`src/rtl/dcm_prog_pkg.sv`:
```
// dcm_prog_pkg
// Shared definitions for the DCM_CLKGEN reprogramming sequencer:
//   - state_t     : sequencer state encoding
//   - CMD_LOAD_*  : two-bit command prefixes, shifted out bit0 first
//   - FRAME_LEN   : PROGEN-high length of one load frame (prefix + 8 data bits)
//   - GAP_LEN     : PROGEN-low spacing between frames
//   - build_frame : packs a prefix and an 8-bit value into an LSB-first frame
package dcm_prog_pkg;

  typedef enum logic [3:0] {
    ST_IDLE,
    ST_GATE,
    ST_LOAD_D,
    ST_GAP_D,
    ST_LOAD_M,
    ST_GAP_M,
    ST_GO,
    ST_WAIT_DONE,
    ST_WAIT_LOCK,
    ST_SETTLE,
    ST_RECOVER
  } state_t;

  localparam logic [1:0] CMD_LOAD_D = 2'b01;
  localparam logic [1:0] CMD_LOAD_M = 2'b11;

  localparam int FRAME_LEN = 10;
  localparam int GAP_LEN   = 2;

  // The prefix sits in the low bits so that a plain right shift sends it
  // first (bit0 of the prefix, then bit1), followed by the value LSB first.
  function automatic logic [FRAME_LEN-1:0] build_frame(input logic [1:0] cmd,
                                                       input logic [7:0] value);
    return {value, cmd};
  endfunction

endpackage

```
`src/rtl/dcm_prog_shifter.sv`:
```
// dcm_prog_shifter
// Serialises one 10-bit DCM programming frame, LSB first, one bit per clock.
// Ports:
//   clk, rst_n : block clock and asynchronous active-low reset
//   load       : accept frame when not busy; shifting starts next cycle
//   frame      : frame to send, bit0 goes out first
//   busy       : high for exactly FRAME_LEN cycles per frame; used as PROGEN
//   last       : high during the final bit of a frame
//   sdata      : current bit, forced low whenever busy is low
module dcm_prog_shifter
  import dcm_prog_pkg::*;
(
  input  logic                 clk,
  input  logic                 rst_n,
  input  logic                 load,
  input  logic [FRAME_LEN-1:0] frame,
  output logic                 busy,
  output logic                 last,
  output logic                 sdata
);

  logic [FRAME_LEN-1:0] shreg;
  logic [3:0]           remaining;

  // Shift register plus a down-counter of bits still to send. The async
  // reset clears the counter, which drops busy (and hence PROGEN) at once.
  always_ff @(posedge clk or negedge rst_n) begin
    if (!rst_n) begin
      shreg     <= '0;
      remaining <= '0;
    end else if (load && !busy) begin
      shreg     <= frame;
      remaining <= 4'(FRAME_LEN);
    end else if (busy) begin
      shreg     <= shreg >> 1;
      remaining <= remaining - 4'd1;
    end
  end

  assign busy  = (remaining != 4'd0);
  assign last  = (remaining == 4'd1);
  assign sdata = busy & shreg[0];

endmodule

```
`src/rtl/dcm_prog_ctrl.sv`:
```
// dcm_prog_ctrl
// Sequencer for the Spartan-6 DCM_CLKGEN serial programming port. On a host
// request it gates the forwarded 25 MHz clocks, shifts new D and M values into
// the DCM, issues GO, waits for PROGDONE and LOCKED, lets the clock settle and
// re-enables the forwarders. Timeouts trigger one DCM reset retry.
// Ports:
//   clk, rst_n        : clock (also DCM PROGCLK), asynchronous active-low reset
//   cfg_req           : level request, only looked at in IDLE
//   cfg_m_m1/cfg_d_m1 : M-1 / D-1, latched when a request is accepted
//   cfg_ack/cfg_err   : one-cycle completion pulse / failure flag with it
//   busy              : high whenever the sequencer is not idle
//   clk_on_req        : host enable for the forwarded clocks
//   clk25m_on         : ODDR2 CE enable
//   dcm_locked        : DCM LOCKED (asynchronous)
//   dcm_progdone      : DCM PROGDONE (asynchronous)
//   dcm_progen        : DCM PROGEN
//   dcm_progdata      : DCM PROGDATA
//   dcm_rst           : DCM RST
module dcm_prog_ctrl
  import dcm_prog_pkg::*;
#(
  parameter int GATE_CYC    = 16,
  parameter int SETTLE_CYC  = 1024,
  parameter int TIMEOUT_CYC = 65535,
  parameter int RST_CYC     = 8
) (
  input  logic       clk,
  input  logic       rst_n,
  input  logic       cfg_req,
  input  logic [7:0] cfg_m_m1,
  input  logic [7:0] cfg_d_m1,
  output logic       cfg_ack,
  output logic       cfg_err,
  output logic       busy,
  input  logic       clk_on_req,
  output logic       clk25m_on,
  input  logic       dcm_locked,
  input  logic       dcm_progdone,
  output logic       dcm_progen,
  output logic       dcm_progdata,
  output logic       dcm_rst
);

  localparam logic [15:0] GATE_LAST    = 16'(GATE_CYC - 1);
  localparam logic [15:0] SETTLE_LAST  = 16'(SETTLE_CYC - 1);
  localparam logic [15:0] TIMEOUT_LAST = 16'(TIMEOUT_CYC - 1);
  localparam logic [15:0] RST_LAST     = 16'(RST_CYC - 1);
  localparam logic [15:0] GAP_LAST     = 16'(GAP_LEN - 1);

  state_t               state;
  state_t               state_next;
  logic [15:0]          cnt;
  logic [7:0]           m_reg;
  logic [7:0]           d_reg;
  logic                 retried;
  logic                 accept;
  logic                 ack_next;
  logic                 err_next;
  logic                 locked_meta;
  logic                 locked_s;
  logic                 done_meta;
  logic                 done_s;
  logic                 sh_load;
  logic [FRAME_LEN-1:0] sh_frame;
  logic                 sh_busy;
  logic                 sh_last;
  logic                 sh_data;

  // Two-flop synchronisers for the DCM status pins; nothing else in the
  // block looks at the raw inputs.
  always_ff @(posedge clk or negedge rst_n) begin
    if (!rst_n) begin
      locked_meta <= 1'b0;
      locked_s    <= 1'b0;
      done_meta   <= 1'b0;
      done_s      <= 1'b0;
    end else begin
      locked_meta <= dcm_locked;
      locked_s    <= locked_meta;
      done_meta   <= dcm_progdone;
      done_s      <= done_meta;
    end
  end

  // One frame serialiser is reused for both the D and the M load.
  dcm_prog_shifter u_shifter (
    .clk   (clk),
    .rst_n (rst_n),
    .load  (sh_load),
    .frame (sh_frame),
    .busy  (sh_busy),
    .last  (sh_last),
    .sdata (sh_data)
  );

  // Next-state logic. Frames are loaded on the last cycle of the preceding
  // GATE/GAP state so PROGEN rises exactly on entry to LOAD_D/LOAD_M, and the
  // LOAD states end on the shifter's final bit. While cfg_ack is high the
  // host has not yet had a chance to drop cfg_req, so IDLE ignores it then.
  always_comb begin
    state_next = state;
    accept     = 1'b0;
    ack_next   = 1'b0;
    err_next   = 1'b0;
    sh_load    = 1'b0;
    sh_frame   = (state == ST_GAP_D) ? build_frame(CMD_LOAD_M, m_reg)
                                     : build_frame(CMD_LOAD_D, d_reg);
    case (state)
      ST_IDLE: begin
        if (cfg_req && !cfg_ack) begin
          if (cfg_m_m1 == 8'd0) begin
            ack_next = 1'b1;
            err_next = 1'b1;
          end else begin
            accept     = 1'b1;
            state_next = ST_GATE;
          end
        end
      end
      ST_GATE: begin
        if (cnt == GATE_LAST) begin
          sh_load    = 1'b1;
          state_next = ST_LOAD_D;
        end
      end
      ST_LOAD_D: if (sh_last) state_next = ST_GAP_D;
      ST_GAP_D: begin
        if (cnt == GAP_LAST) begin
          sh_load    = 1'b1;
          state_next = ST_LOAD_M;
        end
      end
      ST_LOAD_M: if (sh_last) state_next = ST_GAP_M;
      ST_GAP_M:  if (cnt == GAP_LAST) state_next = ST_GO;
      ST_GO:     state_next = ST_WAIT_DONE;
      ST_WAIT_DONE, ST_WAIT_LOCK: begin
        if ((state == ST_WAIT_DONE) ? done_s : locked_s) begin
          state_next = (state == ST_WAIT_DONE) ? ST_WAIT_LOCK : ST_SETTLE;
        end else if (cnt == TIMEOUT_LAST) begin
          if (retried) begin
            state_next = ST_IDLE;
            ack_next   = 1'b1;
            err_next   = 1'b1;
          end else begin
            state_next = ST_RECOVER;
          end
        end
      end
      ST_SETTLE: begin
        if (!locked_s) begin
          state_next = ST_WAIT_LOCK;
        end else if (cnt == SETTLE_LAST) begin
          state_next = ST_IDLE;
          ack_next   = 1'b1;
        end
      end
      ST_RECOVER: if (cnt == RST_LAST) state_next = ST_WAIT_LOCK;
      default:    state_next = ST_IDLE;
    endcase
  end

  // State register, shared cycle counter (cleared on every state change),
  // latched M-1/D-1, retry flag and the registered host-facing outputs.
  always_ff @(posedge clk or negedge rst_n) begin
    if (!rst_n) begin
      state     <= ST_IDLE;
      cnt       <= '0;
      m_reg     <= '0;
      d_reg     <= '0;
      retried   <= 1'b0;
      cfg_ack   <= 1'b0;
      cfg_err   <= 1'b0;
      clk25m_on <= 1'b0;
    end else begin
      state     <= state_next;
      cnt       <= (state_next != state) ? 16'd0 : cnt + 16'd1;
      cfg_ack   <= ack_next;
      cfg_err   <= err_next;
      clk25m_on <= clk_on_req & locked_s & (state == ST_IDLE);
      if (accept) begin
        m_reg   <= cfg_m_m1;
        d_reg   <= cfg_d_m1;
        retried <= 1'b0;
      end else if (state == ST_RECOVER) begin
        retried <= 1'b1;
      end
    end
  end

  assign busy         = (state != ST_IDLE);
  assign dcm_progen   = sh_busy | (state == ST_GO);
  assign dcm_progdata = sh_data;
  assign dcm_rst      = (state == ST_RECOVER);

endmodule

```
`config.mk`:
```
export PLATFORM = sky130hd
export DESIGN_NAME = dcm_prog_ctrl
export DESIGN_NICKNAME = d
export VERILOG_FILES = /design/src/rtl/dcm_prog_pkg.sv /design/src/rtl/dcm_prog_shifter.sv /design/src/rtl/dcm_prog_ctrl.sv
export SDC_FILE = /design/constraint.sdc
export NUM_CORES = 1
export LEC_CHECK = 0
export CORE_UTILIZATION = 37
export DETAILED_ROUTE_END_ITERATION = 7
export PLACE_DENSITY_LB_ADDON = 0.15
export SKIP_CTS_REPAIR_TIMING = 1
export SLEW_MARGIN = 20
export SYNTH_ARGS = -nofsm -noshare
export SYNTH_HDL_FRONTEND = slang
export SYNTH_HIERARCHICAL = 1
export SYNTH_SLANG_ARGS = --single-unit
export TNS_END_PERCENT = 100
```
`constraint.sdc`:
```
create_clock -name clk -period 3.8 [get_ports clk]
set_input_delay 0.57 -clock clk [delete_from_list [all_inputs] [get_ports clk]]
set_output_delay 0.57 -clock clk [all_outputs]
set_load 0.02 [all_outputs]
```
==> results.md, run 1 <==
Status:
- The flow ran to the end, and the final reports show no timing, DRC or antenna violations.

Global route:
- The global-route total usage across every layer is 16.9%.
- The met1 layer usage reported by global route is 24.0%.
- The via count of the first global-routing pass is 2369.
- Global routing consumed, on the met3 layer, 4.86% of the routing resources.
- The most congested layer reported by global routing is met2.
- The pin count of the biggest net entering global routing is 41.
- The number of antenna violations at the first check in global routing is 0.
- Summed over all layers, the global routing overflow is 0.
- For this run, global-route usage on met2 was measured as 24.3%.
- The first-pass GRT wire length is 11600 µm.

Synthesis:
- Counting instances in the post-synthesis netlist gives the leading cell types as 58 x sky130_fd_sc_hd__dfrtp_1, 24 x sky130_fd_sc_hd__mux2_2, 24 x sky130_fd_sc_hd__nand2_1.
- The area fraction of the dominant cell type after synthesis is 45.1%.
- The instance count of the mapped netlist is 302.
- The most frequently used flop master after synthesis is sky130_fd_sc_hd__dfrtp_1.
- The post-synth net total is 330.
- Summing every instance area after synthesis gives 3220 µm².
- The Yosys step of the flow raised 6 warnings.
- The synthesized design spends more area on one cell type than any other, namely sky130_fd_sc_hd__dfrtp_1.
- Yosys mapped a number of flops with a built-in enable equal to 0.
- In the post-synthesis netlist, the cell with the most instances is sky130_fd_sc_hd__dfrtp_1.
- Ranked by total cell area, the synthesized netlist is headed by sky130_fd_sc_hd__dfrtp_1 45%, sky130_fd_sc_hd__mux2_2 8.4%, sky130_fd_sc_hd__nor4_2 3.5%.
- Each instance of the synthesized netlist takes up on average 10.6 µm².
- The share of flip-flops with an asynchronous set or reset after synthesis is 100%.
- For this run, the register share of the synthesized area comes to 45.1%.
- The number of flip-flops and latches in the synthesized netlist is 58.
- The synthesized netlist contains 53 unique library cells.

Finish:
- The flip-flop count of the largest register after layout is 16.
- Counting flops per register, the top entry is cnt.
- The largest registers in the layout are cnt x16, u_shifter/shreg x10.
- The final layout contains 359 nets.
- The summed area of non-filler cells in the final layout is 3770 µm².
- The number of standard cells in the layout, taps in and fillers out is 441.
- Relative to the synthesized area, the layout overhead comes to 17.3%.
- The number of diodes is 0.
- In the final layout, the share of cells above drive strength 1 is 22.9%.

Timing:
- The total count of max-transition violations in the final report is 0.
- For the pin with the worst max-slew slack, the measured transition is 906 ps.
- The relative slew slack is 39.6%.
- The clock tree skew after final layout is 10.1 ps.
- The peak clock frequency supported by timing is 310 MHz.
- The shortest clock period the worst path allows after layout is 3220 ps.
- The number of failing hold endpoints at the final stage is 0.
- Setup repair after global routing left no endpoint under its margin.
- The number of endpoints failing setup at the final stage is 0.
- The part of the cycle the worst path needs is 84.8%.
- Summed over all failing endpoints, the final setup total negative slack is 0 ps.

Power:
- The net switching share of the total power is 39.3%.
- Across the VDD grid, the largest voltage drop is 0.262 mV.
- In this run the static leakage power is 1.50 nW.
- Sequential cells account for 37.8% of the total power.
- In this run, the clock network consumes 22.9% of the power.
- Combinational logic is responsible for 39.3% of the overall power.
- Dividing total power by cell area gives a power density of 646 nW/µm².
- Cell internal power was estimated by the tool at 1.48 mW.
- The total net switching power is 0.957 mW.

Min path:
- The tightest min-delay check is of the primary input to asynchronous set/reset pin type.

Floorplan:
- The width of the die is 95.2 µm.
- The die covers 9070 µm².
- The I/O pin total is 29.
- The placement row count is 33.
- The standard cell core area is 8300 µm².
- The starting utilization of the core area is 38.7%.
- In this run the vertical extent of the chip is 95.2 µm.

Placed design:
- The count of buffers added on input and output ports is 28.
- The placed cell area is 3580 µm².
- The total placed cells including tap cells is 425.
- Routability-driven placement finished with a final weighted congestion of 0.864.
- The estimated wirelength of the detail-placed design is 4610 µm.

Critical path:
- The data arrival time of the worst path is 3390 ps.
- The number of buffers and inverters on the critical path is 0.
- The family of cells with the greatest summed delay on the critical path is compound AO/OA/AOI/OAI gates.
- The critical path goes through or4_4, or3_4, o31a_1, o41ai_1, o31a_1, nor4_1.
- The kind of critical path is flip-flop to flip-flop.
- The largest individual stage delay along the critical path comes from the cell sky130_fd_sc_hd__o31a_1.
- The kind of start point of the critical path is a flip-flop.
- The type of element capturing the critical path is a flip-flop.
- The required arrival time at the worst endpoint is 3970 ps.
- Along the worst path, the maximum fanout reaches 16.
- The worst stage delay on the critical path is 790 ps.
- The most frequent cell on the critical path is sky130_fd_sc_hd__o31a_1.

CTS:
- Clock tree synthesis inserted a total of 9 buffers.
- The clock transition at the register clock pins on the worst setup and hold paths after CTS is 70 ps.
- The deepest level of the CTS H-tree is 3.
- The number of clock sinks is 58.
- The CTS tree is done.
- Counting along the longest clock path gives a buffer depth of 2.
- The clock latency at the later pin of the worst-skew pair is 340 ps.
- The root buffer cell chosen for the clock tree is sky130_fd_sc_hd__clkbuf_8.

Run:
- The number of maximum-capacitance constraint violations is 0.

Detailed routing:
- The detailed-route wire length per cell is 15.1 µm.
- After detailed routing, the number of vias per cell comes to 5.32.
- The total iterations of the first detailed-routing run is 4.
- The number of antenna-violating nets in the routed design is 0.
- The post-route DRC violation count is 0.
- In this run, the number of DRC markers left after iteration 0 of detailed routing was 141.
- The total via count after detailed routing is 2346.
- After detailed routing, the total wire length is 6670 µm.
-- cell usage in the layout, fill, tap and decap left out, types with 2 or more instances in the layout --
cell type,netlist,final
sky130_fd_sc_hd__dfrtp_1,58,58
sky130_fd_sc_hd__clkdlybuf4s50_1,0,27
sky130_fd_sc_hd__nand2_1,24,24
sky130_fd_sc_hd__mux2_2,24,24
sky130_fd_sc_hd__nor2_1,14,14
sky130_fd_sc_hd__nor4_1,14,14
sky130_fd_sc_hd__inv_1,12,12
sky130_fd_sc_hd__mux2i_1,11,11
sky130_fd_sc_hd__nand3_1,9,9
sky130_fd_sc_hd__a21oi_1,10,9
sky130_fd_sc_hd__xnor2_1,9,9
sky130_fd_sc_hd__nor4_2,9,9
sky130_fd_sc_hd__clkbuf_8,1,9
sky130_fd_sc_hd__o21ai_2,9,9
sky130_fd_sc_hd__xor2_1,7,7
sky130_fd_sc_hd__nor3_1,7,6
sky130_fd_sc_hd__nand2b_1,6,6
sky130_fd_sc_hd__ha_1,6,6
sky130_fd_sc_hd__buf_4,0,6
sky130_fd_sc_hd__nand4_1,5,5
sky130_fd_sc_hd__nor3b_1,4,4
sky130_fd_sc_hd__o22ai_1,4,4
sky130_fd_sc_hd__o21ai_0,3,3
sky130_fd_sc_hd__and3_1,3,3
sky130_fd_sc_hd__o21bai_1,3,3
sky130_fd_sc_hd__clkinv_2,0,3
sky130_fd_sc_hd__inv_2,2,2
sky130_fd_sc_hd__or4_4,2,2
sky130_fd_sc_hd__nor2b_1,2,2
sky130_fd_sc_hd__nor4b_1,2,2
sky130_fd_sc_hd__o211ai_1,2,2
sky130_fd_sc_hd__o31a_1,2,2
sky130_fd_sc_hd__or3_1,2,2
sky130_fd_sc_hd__a31oi_1,2,2
sky130_fd_sc_hd__clkinvlp_4,0,2
-- final cells by class --
cell class	instances	area, µm²
tap	105	131
fill	774	4530
timing repair buffer	34	320
sequential	58	1450
multi-input combinational	214	1620
clock buffer	9	124
clock inverter	7	68.8
inverter	14	52.6
-- power groups by stage --
| stage | sequential [mW] | clock (mW) | combinational, mW |
|---|---|---|---|
| global route | 0.956 | 0.609 | 1.06 |
| detailed placement | 0.929 | 0 | 0.961 |
| finish | 0.920 | 0.557 | 0.958 |
| CTS | 0.919 | 0.580 | 0.965 |
| floorplan | 0.849 | 0 | 0.819 |
| global placement | 0.930 | 0 | 0.959 |
-- routing by layer --
metal	vias to the layer above	wire (µm)
li1	1159	-
met1	1128	3380
met2	52	2970
met3	7	267
met4	0	55
met5	-	0
-- cell families (layout without fill, tap and decap cells) --
| family | after synthesis | after routing | synth area share [%] |
|---|---|---|---|
| AOI/OAI and AO/OA | 42 | 42 | 9.34 |
| xor gates and xnor gates | 16 | 16 | 4.36 |
| adders and majority gates | 7 | 7 | 2.65 |
| buffers and inverters | 30 | 64 | 4.63 |
| DFF | 58 | 58 | 45.1 |
| muxes | 35 | 35 | 11.8 |
| other | 1 | 1 | 0.117 |
| and+or+nand+nor | 113 | 113 | 21.9 |
-- per-stage QoR --
step                hold slack (ps)  power (mW)  setup WS (ps)  utilization (%)
finish                          347        2.44            578             45.5
floorplan                       274        1.67            915                -
global route                    363        2.62            429             45.5
global placement                334        1.89            680             43.1
CTS                             351        2.46            558             45.5
detailed placement              336        1.89            582             43.1
-- worst paths after layout --
check | startpoint | to | slack [ps] | cells past startpoint
worst max-delay path | cnt[4] | cnt[3] | 580 | 6
worst min-delay path | rst_n | u_shifter/shreg[9] | 350 | 1
worst max register to register | cnt[4] | cnt[3] | 580 | 6
worst min register to register | done_meta | done_s | 350 | 0
max in group asynchronous | rst_n | retried | 2650 | 2
min in group clk | done_meta | done_s | 350 | 0
-- worst register-to-register path, stage by stage (launching register included) --
cell and delay [ps]:
sky130_fd_sc_hd__dfrtp_1 440, sky130_fd_sc_hd__or4_4 570, sky130_fd_sc_hd__or3_4 420, sky130_fd_sc_hd__o31a_1 300, sky130_fd_sc_hd__o41ai_1 370, sky130_fd_sc_hd__o31a_1 790, sky130_fd_sc_hd__nor4_1 170
Power figures use the tool's default switching activity.
==> run 2, diff against run 1 <==
clock period = 3.25 ns   (was 3.8 ns; I/O delays follow)
==> run 2 against run 1 <==
- sequential share of layout area decreased by 0.76 points
- clock-buffer cell count unchanged
- combinational power increased by 33%
- largest power group unchanged
- setup slack got worse by 320 ps
- hold slack got worse by 310 ps
- die area unchanged
- clock power increased by 20%
- cell count increased by 2.0%
- final area increased by 2.0%
- largest cell class unchanged
- non-clock buffer count increased by 9
- fmax increased by 7.5%
- utilization increased by 0.92 points
==> results.md, run 2 (same netlist as run 1, synthesis figures left out) <==
Finish:
- Leaving out fill and tap cells, the most frequent cell in the layout is sky130_fd_sc_hd__dfrtp_1.
- The count of filler cells inserted in the layout is 801 (+3.5%).
- The number of standard cells in the layout, taps in and fillers out came to 450 (+2.0%).
- The final net count is 368 (+2.5%).
- The flip-flop count of the largest register after layout was 16 (unchanged).
- The share of post-route cells with drive strength above 1 is 24.9% (+2.0 points).
- The number of diodes came to 0 (unchanged).
- Leaving out fill and tap cells, the most frequent cells in the layout are 58 x sky130_fd_sc_hd__dfrtp_1, 27 x sky130_fd_sc_hd__clkdlybuf4s50_1, 24 x sky130_fd_sc_hd__nand2_1, 24 x sky130_fd_sc_hd__mux2_2, 15 x sky130_fd_sc_hd__buf_4.
- Relative to the synthesized area, the layout overhead comes to 19.7%.
- In the final layout, the registers with the most flip-flops are cnt x16, u_shifter/shreg x10.
- The summed area of non-filler cells in the final layout is 3850 µm² (+2.0%).
- The register with the most flip-flops is cnt.

Floorplan:
- The I/O pin total was 29 (unchanged).
- The floorplan die height is 95.2 µm (unchanged).
- The width of the die is 95.2 µm (unchanged).
- The area of the die is 9070 µm² (unchanged).
- The standard cell core area was 8300 µm² (unchanged).
- The starting utilization of the core area is 38.7% (unchanged).
- The placement row count is 33 (unchanged).

Power:
- The power after layout is 2.96 mW (+22%).
- The power per cell area is 770 nW/µm² (+19%).
- The largest voltage drop on the vdd net came to 0.299 mV (+14%).
- The static leakage was 1.54 nW (+2.6%).

Critical path:
- STA classifies the critical path endpoint as a flip-flop.
- The worst setup path is launched from a flip-flop.
- The critical path is of the flip-flop to flip-flop type.
- The endpoint identified for the worst register-to-register timing path is cnt[11].
- The worst register-to-register path begins at cnt[1].
- The required arrival time at the worst endpoint was 3480 ps (-490 ps).
- The worst reg-to-reg path cell count is 9 (+3).
- The data arrival time of the worst path is 3230 ps (-160 ps).
- The worst reg-to-reg setup slack was 250 ps (-320 ps).
- The maximum net fanout on the critical path came to 9 (-7).

Timing:
- The part of the cycle the worst path needs came to 92.2% (+7.4 points).
- The total count of max-transition violations in the final report was 0 (unchanged).
- The final setup TNS is 0 ps (unchanged).
- Setup repair after global routing left no endpoint under its margin.
- The shortest clock period the worst path allows after layout is 3000 ps (-225 ps).
- The number of endpoints failing setup at the final stage is 0 (unchanged).
- The relative slew slack came to 51.3% (+12 points).
- The peak clock frequency supported by timing is 334 MHz (+7.5%).
- The clock tree skew after final layout came to 13.4 ps (+3.29 ps).
- The number of failing hold endpoints at the final stage was 0 (unchanged).
- The transition time at the pin with the least slew margin is 724 ps (-182 ps).

CTS:
- The CTS tree is done.
- The deepest clock path buffer count was 2 (unchanged).
- The deepest level of the CTS H-tree is 3 (unchanged).
- The number of clock sinks is 58 (unchanged).
- The clock transition at the register clock pins on the worst setup and hold paths after CTS is 80 ps (about the same).
- The clock tree root driver cell is sky130_fd_sc_hd__clkbuf_8.
- The number of buffers created by CTS is 9 (unchanged).
- The clock latency at the later pin of the worst-skew pair is 340 ps (about the same).

Status:
- The run finished with clean final reports.

Placed design:
- The final weighted congestion in routability-driven placement is 0.817 (-5.5%).
- The total placed cells including tap cells is 434 (+2.1%).
- The estimated wirelength of the detail-placed design is 4940 µm (+7.0%).
- The count of buffers inserted at the top-level ports is 28 (unchanged).
- The placed cell area is 3650 µm² (+1.9%).

Global route:
- The via count of the first global-routing pass was 2364 (-0.21%).
- The number of antenna violations at the first check in global routing is 0 (unchanged).
- The total congestion overflow after global routing is 0 (unchanged).
- The first-pass GRT wire length was 11700 µm (+1.2%).
- The global-route total usage across every layer is 17.1% (+0.26 points).
- The pin count of the biggest net entering global routing is 25 (-39%).

Detailed routing:
- The total via count after detailed routing is 2426 (+3.4%).
- The number of antenna-violating nets in the routed design is 0 (unchanged).
- The detail-routed via count per cell is 5.39 (+1.3%).
- The violation count after the first detailed-routing iteration came to 138 (-2.1%).
- The post-route DRC violation count was 0 (unchanged).
- The final wirelength came to 6960 µm (+4.3%).
- The detailed-route wire length per cell came to 15.5 µm (+2.2%).
- The total iterations of the first detailed-routing run is 4 (unchanged).

Run:
- The number of maximum-capacitance constraint violations was 0 (unchanged).

Min path:
- The kind of path behind the tightest hold check is primary input to asynchronous set/reset pin.
[run 2: power by group]
group	total, mW	leakage [nW]	internal, mW	switching [mW]
clock	0.670	0.0885	0.359	0.312
combinational	1.27	0.688	0.555	0.712
sequential	1.03	0.763	0.895	0.131
total	2.96	1.54	1.81	1.15
[run 2: area by class of cell]
cell class	instances	area, µm²	area share (%)
Inverter	14	52.6	1.37
Timing Repair Buffer	43	388	10.1
Sequential cell	58	1450	37.7
Tap cell	105	131	3.41
Clock inverter	7	77.6	2.02
Clock buffer	9	124	3.22
Multi-Input combinational cell	214	1620	42.2
[run 2: worst max-delay path, stage by stage, from the launching register on]
cell and delay (ps):
sky130_fd_sc_hd__dfrtp_1 420, sky130_fd_sc_hd__inv_1 70, sky130_fd_sc_hd__ha_1 160, sky130_fd_sc_hd__or3b_2 500, sky130_fd_sc_hd__nor4_1 410, sky130_fd_sc_hd__o22ai_1 210
sky130_fd_sc_hd__or3_1 360, sky130_fd_sc_hd__o31a_1 300, sky130_fd_sc_hd__buf_4 190, sky130_fd_sc_hd__nor4_2 280
[run 2: per-layer routing]
layer	track usage (%)	up-vias	wire length [µm]
met5	0	-	0
met4	4.92	0	59
met3	5.26	7	233
met2	25.5	45	3270
met1	23.9	1203	3390
li1	-	1171	-
[run 2: stage by stage]
stage / util [%] / setup WS, ps / hold slack [ps]
after floorplan: - / 365 / 192
after global placement: 43.9 / 364 / 333
after detailed placement: 43.9 / 260 / 339
after CTS: 46.4 / 248 / 28.7
after global routing: 46.4 / 101 / 29.9
final: 46.4 / 254 / 35.9
[run 2: how the worst max path moves through the flow]
stage	from	end	slack, ps	cells past startpoint
floorplan	cnt[8]	cnt[7]	360	8
CTS	cnt[1]	cnt[12]	250	9
global placement	cnt[4]	cnt[14]	360	7
global route	cnt[1]	cnt[11]	100	9
detailed placement	cnt[1]	cnt[12]	260	9
finish	cnt[1]	cnt[11]	250	9
